`config.mk`:
```
export PLATFORM = sky130hd
export DESIGN_NAME = univ_shift_reg
export DESIGN_NICKNAME = d
export VERILOG_FILES = /design/src/rtl/univ_shift_reg_pkg.sv /design/src/rtl/dff_en.sv /design/src/rtl/univ_shift_reg.sv
export SDC_FILE = /design/constraint.sdc
export NUM_CORES = 1
export LEC_CHECK = 0
export CELL_PAD_IN_SITES_DETAIL_PLACEMENT = 0
export CELL_PAD_IN_SITES_GLOBAL_PLACEMENT = 1
export CORE_MARGIN = 2
export CORE_UTILIZATION = 39
export DETAILED_ROUTE_END_ITERATION = 8
export PLACE_DENSITY = 0.9
export SYNTH_ARGS = -nofsm -noshare
export SYNTH_HDL_FRONTEND = slang
export SYNTH_SLANG_ARGS = --single-unit
```
`constraint.sdc`:
```
create_clock -name Clk -period 3 [get_ports Clk]
set_input_delay 0.6 -clock Clk [delete_from_list [all_inputs] [get_ports Clk]]
set_output_delay 0.6 -clock Clk [all_outputs]
set_load 0.03 [all_outputs]
```
`src/rtl/univ_shift_reg_pkg.sv`:
```
// Shared definitions for the universal shift register: mode encoding and FSM states.
package univ_shift_reg_pkg;

  localparam logic [1:0] MODE_SHL = 2'b00;
  localparam logic [1:0] MODE_SHR = 2'b01;
  localparam logic [1:0] MODE_ROL = 2'b10;
  localparam logic [1:0] MODE_ROR = 2'b11;

  typedef enum logic [1:0] {
    ST_IDLE  = 2'd0,
    ST_SHIFT = 2'd1,
    ST_DONE  = 2'd2
  } state_t;

endpackage

```
`src/rtl/dff_en.sv`:
```
// Parameterised-width D flip-flop with load enable and asynchronous active-low reset to zero.
module dff_en #(
  parameter int WIDTH = 1
) (
  input  logic             clk,
  input  logic             rst_n,
  input  logic             en,
  input  logic [WIDTH-1:0] d,
  output logic [WIDTH-1:0] q
);

  // NOTE: sequential state uses non-blocking assignments so every flop samples pre-edge values.
  always_ff @(posedge clk or negedge rst_n) begin
    if (!rst_n) begin
      q <= '0;
    end else if (en) begin
      q <= d;
    end
  end

endmodule

```
`src/rtl/univ_shift_reg.sv`:
```
// Universal shift register: parallel load plus multi-cycle shift/rotate driven by an IDLE/SHIFT/DONE FSM.
// Define UNIV_SHIFT_REG_ARITH_EN to make mode 01 an arithmetic (sign-filling) right shift.
module univ_shift_reg #(
  parameter int WIDTH = 8,
  parameter int CNT_W = 4
) (
  input  logic             Clk,
  input  logic             Resetn,
  input  logic             Load,
  input  logic [WIDTH-1:0] D,
  input  logic             Start,
  input  logic [1:0]       Mode,
  input  logic [CNT_W-1:0] Count,
  input  logic             SerIn,
  output logic [WIDTH-1:0] Q,
  output logic             SerOut,
  output logic             Busy,
  output logic             Done
);

  import univ_shift_reg_pkg::*;

  state_t           state_q, state_d;
  logic [1:0]       mode_q, mode_d;
  logic             serout_q, serout_d;
  logic             busy_q, busy_d;
  logic             done_q, done_d;

  logic             q_en, cnt_en;
  logic [WIDTH-1:0] q_q, q_d;
  logic [CNT_W-1:0] cnt_q, cnt_d;

  logic [WIDTH-1:0] shift_val;
  logic             shift_out;
  logic             shr_fill;

  dff_en #(.WIDTH(WIDTH)) u_q_reg (
    .clk   (Clk),
    .rst_n (Resetn),
    .en    (q_en),
    .d     (q_d),
    .q     (q_q)
  );

  dff_en #(.WIDTH(CNT_W)) u_cnt_reg (
    .clk   (Clk),
    .rst_n (Resetn),
    .en    (cnt_en),
    .d     (cnt_d),
    .q     (cnt_q)
  );

`ifdef UNIV_SHIFT_REG_ARITH_EN
  assign shr_fill = q_q[WIDTH-1];
`else
  assign shr_fill = SerIn;
`endif

  // One-bit step for the mode latched at Start; the bit leaving the register also feeds SerOut.
  always_comb begin
    shift_val = {q_q[WIDTH-2:0], SerIn};
    shift_out = q_q[WIDTH-1];
    case (mode_q)
      MODE_SHL: begin
        shift_val = {q_q[WIDTH-2:0], SerIn};
        shift_out = q_q[WIDTH-1];
      end
      MODE_SHR: begin
        shift_val = {shr_fill, q_q[WIDTH-1:1]};
        shift_out = q_q[0];
      end
      MODE_ROL: begin
        shift_val = {q_q[WIDTH-2:0], q_q[WIDTH-1]};
        shift_out = q_q[WIDTH-1];
      end
      MODE_ROR: begin
        shift_val = {q_q[0], q_q[WIDTH-1:1]};
        shift_out = q_q[0];
      end
      default: ;
    endcase
  end

  // NOTE: every signal gets a default before the case so no path leaves it unassigned (no latches).
  always_comb begin
    state_d  = state_q;
    mode_d   = mode_q;
    serout_d = serout_q;
    q_en     = 1'b0;
    q_d      = q_q;
    cnt_en   = 1'b0;
    cnt_d    = cnt_q;

    case (state_q)
      ST_IDLE: begin
        if (Load) begin
          q_en = 1'b1;
          q_d  = D;
        end else if (Start) begin
          if (Count != '0) begin
            mode_d  = Mode;
            cnt_en  = 1'b1;
            cnt_d   = Count;
            state_d = ST_SHIFT;
          end else begin
            state_d = ST_DONE;
          end
        end
      end
      ST_SHIFT: begin
        q_en     = 1'b1;
        q_d      = shift_val;
        serout_d = shift_out;
        cnt_en   = 1'b1;
        cnt_d    = cnt_q - CNT_W'(1);
        if (cnt_q == CNT_W'(1)) begin
          state_d = ST_DONE;
        end
      end
      ST_DONE: begin
        state_d = ST_IDLE;
      end
      default: begin
        state_d = ST_IDLE;
      end
    endcase

    // Status flags are registered copies of the state being entered.
    busy_d = (state_d == ST_SHIFT);
    done_d = (state_d == ST_DONE);
  end

  always_ff @(posedge Clk or negedge Resetn) begin
    if (!Resetn) begin
      state_q  <= ST_IDLE;
      mode_q   <= MODE_SHL;
      serout_q <= 1'b0;
      busy_q   <= 1'b0;
      done_q   <= 1'b0;
    end else begin
      state_q  <= state_d;
      mode_q   <= mode_d;
      serout_q <= serout_d;
      busy_q   <= busy_d;
      done_q   <= done_d;
    end
  end

  assign Q      = q_q;
  assign SerOut = serout_q;
  assign Busy   = busy_q;
  assign Done   = done_q;

endmodule

```
==> flow_metrics.tcl, run 1 <==
set metrics [dict create \
    end_kind "output port" \
    insertion_delay_ps 290 \
    synth_top_family_by_area "compound AO/OA/AOI/OAI gates" \
    dp_hpwl_um 1790 \
    grt_setup_unrepaired "false" \
    htreeDepth 1 \
    multiInputGateArea_um2 557 \
    period_needed_ps 2030 \
    start_util 0.419 \
    synth_fp_nets 116 \
    nNetsFinal 146 \
    io_pins 30 \
    drt_iter0_markers 17 \
    status "completed" \
    clkPwrFrac 0.087 \
    fin_util 0.551 \
    cts-root-buf "clkbuf_4" \
    antenna_found_initial 0 \
    worstPathRequired_ps 2400 \
    slew-limit-headroom 0.428 \
    vias 880 \
    pwr_density_cell_nw_per_um2 1040 \
    setup_tns_ps 0 \
    hold_viol 0 \
    wl_per_cell_um 15.7 \
    grt_max_degree 21 \
    fillCellCount 250 \
    layout-drive-gt1-share 0.129 \
    synth-simple-area-share 0.180 \
    synth_common_cells "19 x dfrtp_1, 10 x nand2_1, 8 x mux2_2, 7 x o21ai_0, 6 x a22oi_1" \
    synth-edff-count 0 \
    grt_pass1_vias 902 \
    die_w_um 56.3 \
    syn_area_per_cell_um2 11.2 \
    net-switching-power_mw 0.634 \
    critPathTopFamily "buffers and inverters" \
    crit_fanout 4 \
    fp.dieH_um 56.3 \
    fin_area_um2 1400 \
    wirelength_um 2410 \
    ctsResizeCount 0 \
    report.final.slew_viol_count 0 \
    ir_worst_vdd_mv 0.680 \
    core_area_um2 2540 \
    ys_types 33 \
    first_pass_iters 4 \
    start_kind "register" \
    ys_ff_latch 19 \
    final_cells 154 \
    drc_errors 0 \
    synth_compound_area_frac 0.225 \
    diodes 0 \
    antenna_left 0 \
    power_frac_seq 0.391 \
    crit_buf_inv 1 \
    whs_ps 493 \
    fin_crit_sh 0.677 \
    grt_pass1_wl_um 4280 \
    cap_viol_max_count 0 \
    gr-usage-all-layers 0.171 \
    synth_adder_area_share 0.0235 \
    vias_per_cell 5.71 \
    synthMuxAreaShare 0.0939 \
    synth_area_leaders "dfrtp_1 45%, mux2_2 8.5%, nor4b_4 4.5%" \
    setup_viol 0 \
    p_int_mw 0.823 \
    yosys.area.top_type "dfrtp_1" \
    cts_inserted_buffers 3 \
    async_flop_share 1.00 \
    postSynthCellCount 95 \
    cts.clk_slew.worst_paths_ps 100 \
    cts_sinks 19 \
    critical_path_class "register to output port" \
    max_stage_delay_ps 700 \
    switching_share 0.435 \
    cts_tree "done" \
    die-area_um2 3170 \
    dpl_cell_area_um2 1380 \
    slowest_stage "clkdlybuf4s50_1" \
    worstPathCellList "clkdlybuf4s50_1" \
    power_leakage_nw 0.575 \
    numPortBuffers 29 \
    clock_path_buffers 2 \
    seq_area_um2 475 \
    syn-cell-area_um2 1070 \
    combPwrFrac 0.522 \
    worst_ep_arrival_time_ps 1430 \
    hold_buffers 0 \
    synth.top_cell.area_share 0.446 \
    ys_seq_area_frac 0.446 \
    worstMarginPinSlew_ps 856 \
    num_rows 18 \
    yosysMostFrequentCell "dfrtp_1" \
    gp_congestion 0.729 \
    place_inst 150 \
    post_cts_buffers 0 \
    overflow 0 \
    yosys_most_used_dff "dfrtp_1" \
    areaGrowthSynthToFinish_pct 31.5 \
    holdCritPathClass "register to register" \
    yosysWarnings 0 \
    synth_xor_area_frac 0 \
    fmax_mhz 492 \
    clock_skew_ps 4.43 \
]
==> placed cells by master (no fill, tap or decap), types with 2 or more instances in the layout <==
master / Yosys / routed
clkdlybuf4s50_1: 0 / 29
ha_1: 2 / 2
o2bb2ai_1: 2 / 2
o21ai_0: 7 / 7
clkbuf_4: 0 / 3
a22oi_1: 6 / 6
dfrtp_1: 19 / 19
a21oi_1: 2 / 2
o21ba_1: 2 / 2
nor4b_4: 2 / 2
nor4bb_1: 3 / 3
o32ai_1: 2 / 2
inv_1: 4 / 4
a2111oi_0: 2 / 2
nand2_1: 10 / 10
mux2_2: 8 / 8
nor2b_1: 2 / 2
nor2_1: 2 / 2
o31ai_1: 2 / 2
==> layout make-up <==
class | instances | share of cell area
clock buffer | 4 | 0.0188
timing repair buffer | 29 | 0.207
inverter | 4 | 0.0107
tap | 30 | 0.0268
multi-input combinational | 68 | 0.397
sequential | 19 | 0.339
==> power groups by stage <==
stage                     logic [mW]  clock network, mW  registers (mW)
after CTS                      0.769              0.133           0.567
after global placement         0.749                  0           0.566
after detailed placement       0.765                  0           0.574
after floorplan                0.461                  0           0.610
final                          0.760              0.127           0.570
after global routing           0.842              0.143           0.596
==> through the flow <==
step                      worst slack, ps  total power [mW]
final                                 969              1.46
after floorplan                      1290              1.07
after global routing                  777              1.58
after CTS                             958              1.47
after detailed placement              795              1.34
after global placement                833              1.32
==> state kept, by name, summed over array words and instances (netlist names) <==
register     count
Done             1
mode_q           2
state_q          2
SerOut           1
u_q_reg.q        8
Busy             1
u_cnt_reg.q      4
==> final timing paths <==
kind	slack, ps	from	cells past startpoint	endpoint
setup / recovery	970	u_q_reg.q[1]	1	Q[1]
hold / removal	490	SerOut	2	SerOut
setup reg to reg	1040	state_q[0]	3	u_q_reg.q[0]
hold reg to reg	490	SerOut	2	SerOut
max in group asynchronous	1690	Resetn	1	Done
min in group asynchronous	790	Resetn	1	u_q_reg.q[6]
==> cell families after synthesis <==
| group | Yosys count |
|---|---|
| buffers and inverters | 8 |
| AO/OA/AOI/OAI | 31 |
| flip-flops | 19 |
| multiplexers | 9 |
| AND/OR/NAND/NOR | 26 |
| adder cells (fa/ha/maj) | 2 |
==> metal layers <==
metal / track usage / up-vias / wire length [um]
met5: 0 / - / 0
met4: 0.0510 / 0 / 19
met3: 0.0253 / 2 / 106
met2: 0.289 / 30 / 1170
met1: 0.227 / 426 / 1110
li1: - / 422 / -
No activity file was read; power rests on OpenSTA's default activity.
==> run 2, diff against run 1 <==
Settings changed: CORE_UTILIZATION 39 to 32, PLACE_DENSITY 0.9 to 0.79.
Clock period 3 ns to 1.8 ns, I/O delays scaled along.
==> run 2 against run 1 <==
Power rose by 70%. Largest power group unchanged. First-iteration DRC count grew 47%. Utilization is 6.8 points lower. Count of clock-buffer cells in the layout unchanged. Routed wire length increased by 5.9%. Register-to-register slack worse by 790 ps. Global-route usage is 2.6 points lower. Combinational power is 80% higher.
==> flow_metrics.tcl, run 2 (synthesized netlist as in run 1, its figures left out) <==
set metrics [dict create \
    status "completed" \
    numPortBuffers 29 \
    start_util 0.344 \
    cts-root-buf "clkbuf_4" \
    gp_congestion 0.786 \
    nNetsFinal 155 \
    fin_area_um2 1500 \
    areaGrowthSynthToFinish_pct 40.6 \
    clock_skew_ps 4.13 \
    dp_hpwl_um 1900 \
    crit_fanout 2 \
    cts_inserted_buffers 3 \
    final_common_cell "clkdlybuf4s50_1" \
    vias_per_cell 5.15 \
    crit_buf_inv 1 \
    met1_usage 0.181 \
    grt_max_degree 20 \
    die-area_um2 3810 \
    final_cells 177 \
    worstPathRequired_ps 1440 \
    critPathTopFamily "buffers and inverters" \
    seq_area_um2 475 \
    end_kind "output port" \
    cap_viol_max_count 0 \
    slowest_stage "clkdlybuf4s50_1" \
    worstMarginPinSlew_ps 688 \
    fillCellCount 327 \
    clkPwrFrac 0.089 \
    setup_viol 0 \
    power_frac_seq 0.359 \
    cts.clk_slew.worst_paths_ps 110 \
    diodes 0 \
    drt_iter0_markers 25 \
    totalPowerFinal_mw 2.47 \
    power_leakage_nw 0.695 \
    gr-usage-all-layers 0.145 \
    fmax_mhz 594 \
    switching_share 0.433 \
    ir_worst_vdd_mv 0.735 \
    cts_tree "done" \
    dpl_cell_area_um2 1460 \
    holdCritPathClass "input port to asynchronous set/reset pin" \
    reg2reg_slack_ps 250 \
    grt_util_met3 0.0435 \
    fin_crit_sh 0.936 \
    grt_use_met2 0.242 \
    start_kind "register" \
    largestRegisters "u_q_reg.q (8), u_cnt_reg.q (4)" \
    place_inst 173 \
    io_pins 30 \
    period_needed_ps 1680 \
    first_pass_iters 4 \
    vias 912 \
    antenna_left 0 \
    grt_pass1_wl_um 4080 \
    combPwrFrac 0.552 \
    net-switching-power_mw 1.07 \
    slew-limit-headroom 0.540 \
    worstPathCellList "clkdlybuf4s50_1" \
    clock_path_buffers 2 \
    cts_sinks 19 \
    largest_reg_flops 8 \
    insertion_delay_ps 300 \
    report.final.slew_viol_count 0 \
    grt.busiest_layer "met2" \
    multiInputGateArea_um2 557 \
    largest_register "u_q_reg.q" \
    wirelength_um 2550 \
    core_area_um2 3100 \
    worst_ep_arrival_time_ps 1320 \
    die_w_um 61.7 \
    hold_viol 0 \
    layout-drive-gt1-share 0.188 \
    num_rows 20 \
    fin_util 0.483 \
    grt_setup_unrepaired "false" \
    p_int_mw 1.40 \
    wl_per_cell_um 14.4 \
    fp.dieH_um 61.7 \
    htreeDepth 1 \
    max_stage_delay_ps 660 \
    critical_path_class "register to output port" \
    overflow 0 \
    pwr_density_cell_nw_per_um2 1650 \
    grt_pass1_vias 921 \
    layout_common_cells "21 x clkdlybuf4s50_1, 19 x dfrtp_1, 10 x nand2_1" \
    antenna_found_initial 0 \
    drc_errors 0 \
]
[run 2: worst reg2reg max path, delay by kind of cell, from the launching register on]
kind / cells / cell delay [ps]
AOI/OAI and AO/OA: 2 / 630
DFF: 1 / 580
and+or+nand+nor: 1 / 220
[run 2: area by class of cell]
cell class,instances,area share
repair buffers,38,0.247
well taps,44,0.0367
flip-flops and latches,19,0.317
clock buffers,4,0.0175
multi-input cells,68,0.371
inverters,4,0.0100
[run 2: final timing paths]
check / from / endpoint / cells past startpoint
max in group asynchronous: Resetn / mode_q[1] / 2
setup / recovery: SerOut / SerOut / 1
hold / removal: Resetn / u_q_reg.q[7] / 2
setup reg to reg: state_q[0] / u_q_reg.q[7] / 3
hold reg to reg: SerOut / SerOut / 2
min in group Clk: SerOut / SerOut / 2
[run 2: power by group through the flow]
stage                     Combinational, mW  Sequential (mW)  Clock, mW
after floorplan                       0.769             1.02          0
after global placement                 1.36            0.898          0
after detailed placement               1.40            0.905          0
after CTS                              1.39            0.894      0.231
after global routing                   1.50            0.928      0.247
final                                  1.37            0.888      0.220
[run 2: what timing repair did]
action,CTS,global route
pin swaps,0,0
endpoints found under the setup margin,2,6
setup buffers,0,0
resized for setup,2,6
hold buffers,0,0
[run 2: layer usage]
layer  routed length (um)  up-vias
li1                     -      439
met4                    8        0
met3                  205        2
met2                 1180       32
met1                 1160      439
met5                    0        -
[run 2: stage by stage]
| step | setup WS [ps] | hold WS [ps] | TNS (ps) |
|---|---|---|---|
| after floorplan | 326 | 64.4 | 0 |
| after global placement | -123 | 463 | -429 |
| after detailed placement | -141 | 474 | -650 |
| after CTS | 9.46 | 389 | 0 |
| after global routing | 43.6 | 399 | 0 |
| final | 116 | 387 | 0 |
==> RTL edit, RTL diff (settings of run 1) <==
The option `UNIV_SHIFT_REG_ARITH_EN` is turned on by a define.
--- a/src/rtl/univ_shift_reg.sv
+++ b/src/rtl/univ_shift_reg.sv
@@ -2,2 +2,4 @@
 // Define UNIV_SHIFT_REG_ARITH_EN to make mode 01 an arithmetic (sign-filling) right shift.
+`define UNIV_SHIFT_REG_ARITH_EN
+
 module univ_shift_reg #(
Formal check against the unedited RTL: not equivalent (Yosys sat finds a counterexample within 4 cycles, from zero or initial values and one cycle with Resetn low).
==> RTL edit against run 1 <==
- routed wire length is 3.2% higher
- area after synthesis is 1.3% higher
- die area is 1.2% higher
- sequential share of layout area is 0.21 points lower
- sequential cell count stayed put
- largest cell class unchanged
- critical endpoint is now Q[0]
- design area is 0.63% higher
- power is 3.0% higher
- setup slack worse by 31 ps
==> RTL edit: results (changes against run 1) <==
Mapped Nets - 120 (+3.4%)
Initial DRC Count - 18 (+1)
CP Data Arrival Time - 1460 ps (+30 ps)
LEAKAGE - 0.566 nW (-1.5%)
clock latency at the later pin of the worst-skew pair - 300 ps
final net count - 149 (+2.1%)
P_sw - 0.000659 W (+4.0%)
Peak VDD IR - 0.610 mV (-10%)
fillers - 255 (+2.0%)
Via density - 5.75 (+0.57%)
share of cells above drive strength 1 - 7.87% (-5.0 points)
Reg clk slew, reported paths - 110 ps
Reg2Reg Setup Slack - 1330 ps (+290 ps)
Rel. slew slack - 41.9% (-0.86 points)
CTS Buf Count - 3 (unchanged)
FF-to-FF Start - state_q[0]
worst clock skew - 6.11 ps (+1.68 ps)
GRT Resource Usage Total - 17.4% (+0.25 points)
hold buffer count at CTS - 0 (unchanged)
crit-path max FO - 5 (+1)
Post-synth top cells - 19 x dfrtp_1, 9 x mux2i_1, 7 x nor2_1
largest net degree at the start of global routing - 20 (-4.8%)
asr flop ratio synth - 100% (unchanged)
largest registers - u_q_reg.q x8, u_cnt_reg.q x4
status - complete, no violations
register area share after synthesis - 44.0% (-0.57 points)
first-pass GRT wire length - 4.37 mm (+2.2%)
post-DP HPWL - 1.87 mm (+4.5%)
final RePlAce weighted congestion - 0.786 (+7.7%)
vias in the first global route - 911 (+1.0%)
wirelength, routed - 2.49 mm (+3.2%)
CTS max path bufs - 2 (unchanged)
top area cells in the synthesized netlist - dfrtp_1 44%, mux2i_1 8.3%, a2bb2oi_1 4.9%
number of distinct library cells after synthesis - 36 (+9.1%)
-- RTL edit: changes by cell type in the layout (fill, tap and decap cells not counted), moves of 3 or more --
cell | before | now
mux2_2 | 8 | 2
o22a_1 | 0 | 6
a2bb2oi_1 | 0 | 6
o21ai_0 | 7 | 4
mux2i_1 | 1 | 9
a22oi_1 | 6 | 1
o211ai_1 | 0 | 4
nor2_1 | 2 | 7
nand2_1 | 10 | 2
-- RTL edit: worst max-delay path by stage --
stage            startpoint   endpoint  depth (start not counted)
2_1_floorplan      Count[2]  mode_q[0]                          3
3_3_place_gp       Count[2]  mode_q[0]                          4
3_5_place_dp       Count[2]  mode_q[0]                          4
4_1_cts        u_q_reg.q[0]       Q[0]                          1
5_1_grt        u_q_reg.q[0]       Q[0]                          1
6_report       u_q_reg.q[0]       Q[0]                          1
-- RTL edit: kinds of logic after synthesis --
kind of cell	after synthesis	share of synthesized area, %
AOI/OAI and AO/OA	31	21.6
xor gates and xnor gates	1	0.811
adders and majority gates	2	2.32
buffers and inverters	7	3.36
DFF	19	44.0
muxes	11	10.4
and+or+nand+nor	28	17.5
-- RTL edit: stage by stage --
step / total power [W] / instances / hold WS, ps / cell area, um^2 / worst slack [ps]
finish: 0.00150 / 158 / 488 / 1410 / 937
detailed placement: 0.00138 / 154 / 471 / 1380 / 837
CTS: 0.00151 / 158 / 497 / 1410 / 935
floorplan: 0.00112 / 99 / 304 / 1080 / 1420
global route: 0.00162 / 158 / 529 / 1410 / 901
global placement: 0.00135 / 154 / 467 / 1380 / 874
-- RTL edit: cell type report --
cell class / count / area share [%]
Multi-Input combinational cell: 73 / 40.3
Clock inverter: 1 / 0.532
Tap cell: 31 / 2.75
Clock buffer: 3 / 1.60
Timing Repair Buffer: 29 / 20.6
Inverter: 2 / 0.532
Sequential cell: 19 / 33.7
-- RTL edit: power groups by stage --
stage / clock, W / combinational [W] / sequential [W]
floorplan: 0 / 0.000495 / 0.000620
global placement: 0 / 0.000790 / 0.000561
detailed placement: 0 / 0.000809 / 0.000569
CTS: 0.000138 / 0.000814 / 0.000562
global route: 0.000149 / 0.000883 / 0.000585
finish: 0.000133 / 0.000803 / 0.000564
-- RTL edit: routing by layer --
layer / up-vias / track usage (%) / part of all wire, %
met5: - / 0 / 0
met1: 452 / 25.4 / 47
li1: 435 / - / -
met3: 2 / 3.23 / 3.6
met2: 19 / 26.2 / 49
met4: 0 / 5.10 / 0.64
